==> src/rtl/bcrypt_pkg.sv <==
// Shared bcrypt BRAM map, host-port timing constants and host FSM state type.
// Used by the host port and the loop core.
package bcrypt_pkg;

  localparam int unsigned P_ARRAY    = 32'h0000_0004;
  localparam int unsigned P_S0       = 32'h0000_004C;
  localparam int unsigned P_S1       = 32'h0000_044C;
  localparam int unsigned P_S2       = 32'h0000_084C;
  localparam int unsigned P_S3       = 32'h0000_0C4C;
  localparam int unsigned P_EXP_KEY  = 32'h0000_104C;
  localparam int unsigned P_SALT     = 32'h0000_1094;
  localparam int unsigned COUNT_ADDR = 4260;

  localparam int unsigned P_WORDS    = 18;
  localparam int unsigned S_WORDS    = 1024;
  localparam int unsigned KEY_WORDS  = 18;
  localparam int unsigned SALT_WORDS = 4;
  localparam int unsigned COST_WORDS = 1;

  // One image spans P_ARRAY .. COUNT_ADDR inclusive.
  localparam int unsigned IMG_WORDS = (COUNT_ADDR - P_ARRAY) / 4 + 1;
  localparam int unsigned RD_BASE   = P_ARRAY;
  localparam int unsigned RD_WORDS  = P_WORDS;
  localparam int unsigned RD_LAT    = 2;
  localparam int unsigned IDLE_GAP  = 2;
  localparam int unsigned CNT_W     = $clog2(IMG_WORDS + 1);

  localparam int unsigned COST_MIN = 4;
  localparam int unsigned COST_MAX = 31;

  typedef enum logic [2:0] {
    StIdle, StLoad, StStart, StWait, StRead, StHold, StGap, StError
  } host_state_e;

  // The core computes 1 << cost in 32 bits.
  function automatic logic cost_ok(input logic [31:0] cost);
    return (cost >= COST_MIN) && (cost <= COST_MAX);
  endfunction

endpackage

==> src/rtl/bcrypt_bram_rd.sv <==
// Readback path: issues a P-array word address, waits out the BRAM read latency and
// holds the captured word until the sink accepts it.
module bcrypt_bram_rd
  import bcrypt_pkg::*;
(
  input  logic             clk,
  input  logic             rst_n,
  input  logic             issue,
  input  logic [CNT_W-1:0] idx,
  input  logic             ack,
  input  logic [31:0]      rd_data,
  output logic [31:0]      addr,
  output logic [31:0]      data,
  output logic             valid,
  output logic             cap
);

  logic [RD_LAT:0] pipe_q;

  assign cap = pipe_q[RD_LAT];

  always_ff @(posedge clk or negedge rst_n) begin
    if (!rst_n) begin
      pipe_q <= '0;
      addr   <= '0;
      data   <= '0;
      valid  <= 1'b0;
    end else begin
      pipe_q <= {pipe_q[RD_LAT-1:0], issue};
      if (issue) addr <= 32'(RD_BASE) + 32'({idx, 2'b00});
      if (cap) begin
        data  <= rd_data;
        valid <= 1'b1;
      end else if (ack) begin
        valid <= 1'b0;
      end
    end
  end

endmodule

==> src/rtl/bcrypt_host_port.sv <==
// Host side (port B) of the shared bcrypt BRAM: load job image, run core, read back P.
// Optional BCRYPT_COST_CHECK_EN rejects a cost word outside 4..31 before start.
module bcrypt_host_port
  import bcrypt_pkg::*;
(
  input  logic        clk,
  input  logic        rst_n,
  input  logic [31:0] s_data,
  input  logic        s_valid,
  input  logic        s_last,
  output logic        s_ready,
  output logic [31:0] m_data,
  output logic        m_valid,
  input  logic        m_ready,
  output logic [31:0] start,
  input  logic [31:0] done,
  output logic        busy,
  output logic        err,
  output logic        BRAM_Rst_B,
  output logic        BRAM_Clk_B,
  output logic        BRAM_En_B,
  output logic [3:0]  BRAM_WE_B,
  output logic [31:0] BRAM_Addr_B,
  output logic [31:0] BRAM_WrData_B,
  input  logic [31:0] BRAM_RdData_B
);

  host_state_e      state_q;
  logic [CNT_W-1:0] cnt_q;
  logic             s_ready_q, start_q;
  logic [3:0]       we_q;
  logic [31:0]      wr_addr_q, wr_data_q, rd_addr;
  logic             s_hs, last_k, rd_ack, rd_cap, rd_issue;
  logic [CNT_W-1:0] rd_idx;

  assign s_hs   = s_valid & s_ready_q;
  assign last_k = (cnt_q == CNT_W'(IMG_WORDS - 1));
  assign rd_ack = m_valid & m_ready;

  always_comb begin
    rd_issue = 1'b0;
    rd_idx   = '0;
    if (state_q == StWait && done != '0) begin
      rd_issue = 1'b1;
    end else if (state_q == StHold && rd_ack && cnt_q != CNT_W'(RD_WORDS - 1)) begin
      rd_issue = 1'b1;
      rd_idx   = cnt_q + 1'b1;
    end
  end

  always_ff @(posedge clk or negedge rst_n) begin
    if (!rst_n) begin
      state_q   <= StIdle;
      cnt_q     <= '0;
      s_ready_q <= 1'b0;
      start_q   <= 1'b0;
      we_q      <= '0;
      wr_addr_q <= '0;
      wr_data_q <= '0;
    end else begin
      we_q <= '0;
      unique case (state_q)
        StIdle, StLoad: begin
          s_ready_q <= 1'b1;
          if (s_hs) begin
            we_q      <= 4'hF;
            wr_addr_q <= 32'(P_ARRAY) + 32'({cnt_q, 2'b00});
            wr_data_q <= s_data;
            cnt_q     <= cnt_q + 1'b1;
            state_q   <= StLoad;
            if (s_last != last_k) begin
              state_q   <= StError;
              s_ready_q <= 1'b0;
            end else if (last_k) begin
              s_ready_q <= 1'b0;
`ifdef BCRYPT_COST_CHECK_EN
              state_q   <= cost_ok(s_data) ? StStart : StError;
`else
              state_q   <= StStart;
`endif
            end
          end
        end
        StStart: begin
          start_q <= 1'b1;
          state_q <= StWait;
        end
        StWait: begin
          if (done != '0) begin
            cnt_q   <= '0;
            state_q <= StRead;
          end
        end
        StRead: begin
          if (rd_cap) state_q <= StHold;
        end
        StHold: begin
          if (rd_ack) begin
            if (cnt_q == CNT_W'(RD_WORDS - 1)) begin
              cnt_q   <= '0;
              start_q <= 1'b0;
              state_q <= StGap;
            end else begin
              cnt_q   <= cnt_q + 1'b1;
              state_q <= StRead;
            end
          end
        end
        StGap: begin
          if (cnt_q == CNT_W'(IDLE_GAP - 1)) begin
            cnt_q     <= '0;
            s_ready_q <= 1'b1;
            state_q   <= StIdle;
          end else begin
            cnt_q <= cnt_q + 1'b1;
          end
        end
        StError: begin
          s_ready_q <= 1'b0;
          start_q   <= 1'b0;
        end
      endcase
    end
  end

  bcrypt_bram_rd u_rd (
    .clk     (clk),
    .rst_n   (rst_n),
    .issue   (rd_issue),
    .idx     (rd_idx),
    .ack     (rd_ack),
    .rd_data (BRAM_RdData_B),
    .addr    (rd_addr),
    .data    (m_data),
    .valid   (m_valid),
    .cap     (rd_cap)
  );

  assign s_ready       = s_ready_q;
  assign start         = {31'b0, start_q};
  assign busy          = (state_q != StIdle);
  assign err           = (state_q == StError);
  assign BRAM_Rst_B    = 1'b0;
  assign BRAM_Clk_B    = clk;
  assign BRAM_En_B     = 1'b1;
  assign BRAM_WE_B     = we_q;
  assign BRAM_Addr_B   = (state_q == StRead || state_q == StHold) ? rd_addr : wr_addr_q;
  assign BRAM_WrData_B = wr_data_q;

endmodule

==> config.mk <==
export PLATFORM = sky130hd
export DESIGN_NAME = bcrypt_host_port
export DESIGN_NICKNAME = d
export VERILOG_FILES = /design/src/rtl/bcrypt_pkg.sv /design/src/rtl/bcrypt_bram_rd.sv /design/src/rtl/bcrypt_host_port.sv
export SDC_FILE = /design/constraint.sdc
export NUM_CORES = 1
export LEC_CHECK = 0
export CELL_PAD_IN_SITES_DETAIL_PLACEMENT = 1
export CELL_PAD_IN_SITES_GLOBAL_PLACEMENT = 2
export CORE_MARGIN = 4
export CORE_UTILIZATION = 27
export DETAILED_ROUTE_END_ITERATION = 12
export PLACE_DENSITY_LB_ADDON = 0.1
export SYNTH_ARGS = -nofsm -noshare
export SYNTH_HDL_FRONTEND = slang
export SYNTH_SLANG_ARGS = --single-unit
==> constraint.sdc <==
create_clock -name clk -period 6.95 [get_ports clk]
set_input_delay 0.695 -clock clk [delete_from_list [all_inputs] [get_ports clk]]
set_output_delay 0.695 -clock clk [all_outputs]
set_load 0.03 [all_outputs]
==> metrics.md <==
| Metric | Value |
|---|---|
| Status | completed |
| Cell area after synthesis | 0.00568 mm² |
| Post-Synthesis Cells | 578 |
| Synth top area cells | dfrtp_1 48%, mux2_2 8.5%, nand2_1 8.5%, buf_4 7.8%, o21ai_0 1.9% |
| CTS tree | yes |
| Cell area power density | 272 mW/mm² |
| Remaining DRCs | 0 |
| Vias in the first global route | 4,979 |
| Total negative setup slack | 0 ps |
| Nets | 848 |
| Via count | 4,656 |
| Yosys top cell by area | dfrtp_1 |
| CP Launch Point | clk |
| Initial antenna violation count | 0 |
| Max_slew headroom | 28.7% |
| Leakage Power | 3.43 nW |
| Yosys Warn Count | 0 |
| Pre-CTS WS | 2220 ps |
| Critical Path Slowest Stage Cell | clkdlybuf4s50_1 |
| Clock Skew | 9.81 ps |
| Area Growth Syn to Fin | 38.6% |
| Die area | between 0.02 and 0.025 mm² |
| Largest net degree at the start of global routing | between 80 and 90 |
| CP Max Fanout | 2 |
| Final setup slack of the worst path | approximately 2000 ps |
| Initial Util | ~28% |
| Worst flop-to-flop path startpoint | state_q[2] |
| Main combinational cell family by area after synthesis | simple AND/OR/NAND/NOR gates |
| Post-DP HPWL | 13,700 µm |
| Synth Area in Compound Gates | 8.95% |
| Async set or reset register ratio after synthesis | 100% |
| Share of the synthesized area in the top cell type | 48.0% |
| Fillcell total | between 2,000 and 2,500 |
| Congestion Overflow GR | 0 |
| Crit Path Category | clock port to output port |
| Final Hold Fails | 0 |
| Register area share after synthesis | 48.0% |
| Post_cts resized | 0 |
| Row count | 52 |
| Total of max-cap violations | 0 |
| Synthesized area per cell | 9.82 µm² |
| Cell area after placement | 0.00750 mm² |
| Worst path cell trace | clkbuf_16 > clkbuf_16 > clkdlybuf4s50_1 |
| Most frequent cells in the layout | 185 x clkdlybuf4s50_1, 128 x nand2_1, 109 x dfrtp_1 |
| Reg-to-reg slack, setup | 3050 ps |
| Final antenna-violating net count | 0 |
| Worst reg2reg endpoint | cnt_q[6] |
| Die height | 153 µm |
| Simple-Gate Fraction of Synth Area | 19.3% |
| Ant diodes | 0 |
| Critical path's most frequent cell | clkbuf_16 |
| Final setup vio count | 0 |
| Post-synthesis xor/xnor area fraction | under 10% |
| Reg2Reg Depth | 5 |
| Distinct cells, synth | 66 |
| Final Util | a little under 40% |
| Wirelength per Cell | approximately 18 µm |
| EDFF count, synth | 0 |
| CP startpoint kind | clock port |
| Via/cell ratio | roughly 4.6 |
| Ports | 240 |
| DRT iter0 DRCs | 219 |
| Class of the most critical hold timing path | primary input to asynchronous set/reset pin |
| Post-synthesis mux area share | 8.97% |
| Worst path max stage delay | 580 ps |
| Most used DFF post-synth | dfrtp_1 |
| Synth Area in Adders | roughly 1.5% |
| Fin. max-slew vios | 0 |
| # hold bufs at CTS | 0 |
| First-pass DRT Iterations | 4 |
| CP arrival | 4300 ps |
| #FFs+latches synth | 109 |
| CP Capture Type | output port |
| Core Region | between 0.02 and 0.025 mm² |
| Least-Margin Pin Slew | 1070 ps |
| Clk_lat worst skew | 470 ps |
| Maximum vdd drop | approximately 120 µV |
| Share of cells above drive strength 1 | 10.5% |
| Most common cell after layout, fill and taps aside | clkdlybuf4s50_1 |
| PortBufs | 186 |
| Worst Setup EP | BRAM_Clk_B |
| Number of setup buffers added after CTS | 0 |
| Fin area | 0.00787 mm² |
| Die width | roughly 150 µm |
| Gpl congestion | 0.768 |
| Total global-route track usage | 15.6% |
| Critical Path RT | about 6300 ps |
| Reg clk slew, reported paths | 80 ps |
| Final WL | 18,200 µm |
| Unrepaired setup endpoints after global routing | false |
| First-pass GRT wire length | between 20,000 and 30,000 µm |
report_power, final:
group / switching, mW / internal (mW) / total, mW
clock: 0.274 / 0.350 / 0.624
sequential: 0.0795 / 0.739 / 0.818
combinational: 0.385 / 0.311 / 0.697
metal layers:
metal  part of all wire [%]  vias to the layer above  wire (µm)  track usage, %
met5                      0                        -          0               0
met2                     49                      144       8940            26.1
met3                    5.7                       16       1040            5.00
met4                    1.2                        0        212            3.86
li1                       -                     2207          -               -
met1                     44                     2289       7970            19.5
through the flow:
stage	instances	hold slack (ps)	total power [mW]
6_report	1015	152	2.14
5_1_grt	1015	168	2.25
4_1_cts	1015	151	2.17
3_5_place_dp	996	339	1.56
3_3_place_gp	996	337	1.55
2_1_floorplan	629	331	1.25
kinds of logic after synthesis:
logic type               Yosys count
flip-flops                       109
AND/OR/NAND/NOR                  226
multiplexers                      45
adder cells (fa/ha/maj)            7
XOR/XNOR                          12
other                              2
buffers and inverters            104
AO/OA/AOI/OAI                     73
synthesized netlist by cell type, types with 7 or more instances:
library cell and count:
nand2_1 128, dfrtp_1 109, buf_4 59, mux2_2 43
clkbuf_1 21, o21ai_0 21, nand3_1 16, nor2_1 15
nor4_1 14, nand4_1 10, inv_1 9, xor2_1 8
ha_1 7, o31ai_1 7
worst max-delay path: cells and delay by family:
| kind | cells | cell delay (ps) |
|---|---|---|
| buffers and inverters | 3 | 830 |
state kept, by name, indices dropped and copies added, names as in the netlist:
signal and count:
BRAM_WrData_B 32, state_q 3, cnt_q 11, u_rd.pipe_q 3
u_rd.data 32, u_rd.addr 12, BRAM_WE_B 1, s_ready 1
u_rd.valid 1, start_q 1, wr_addr_q 12
how the worst min path moves through the flow:
stage                   start              to  slack [ps]  depth (start not counted)
3_5_place_dp   u_rd.pipe_q[1]  u_rd.pipe_q[2]         340                          0
4_1_cts                 rst_n    u_rd.data[1]         150                          1
2_1_floorplan  u_rd.pipe_q[0]  u_rd.pipe_q[1]         330                          0
3_3_place_gp   u_rd.pipe_q[1]  u_rd.pipe_q[2]         340                          0
5_1_grt                 rst_n    u_rd.data[1]         170                          1
6_report                rst_n         start_q         150                          1
layout make-up:
class	count	area, µm²	share of cell area [%]
tap	270	338	4.29
multi-input combinational	416	2510	31.8
sequential	109	2730	34.7
clock buffer	15	338	4.29
timing repair buffer	188	1870	23.8
clock inverter	5	41.3	0.525
inverter	12	47.5	0.604
No activity file was read; power rests on OpenSTA's default activity.
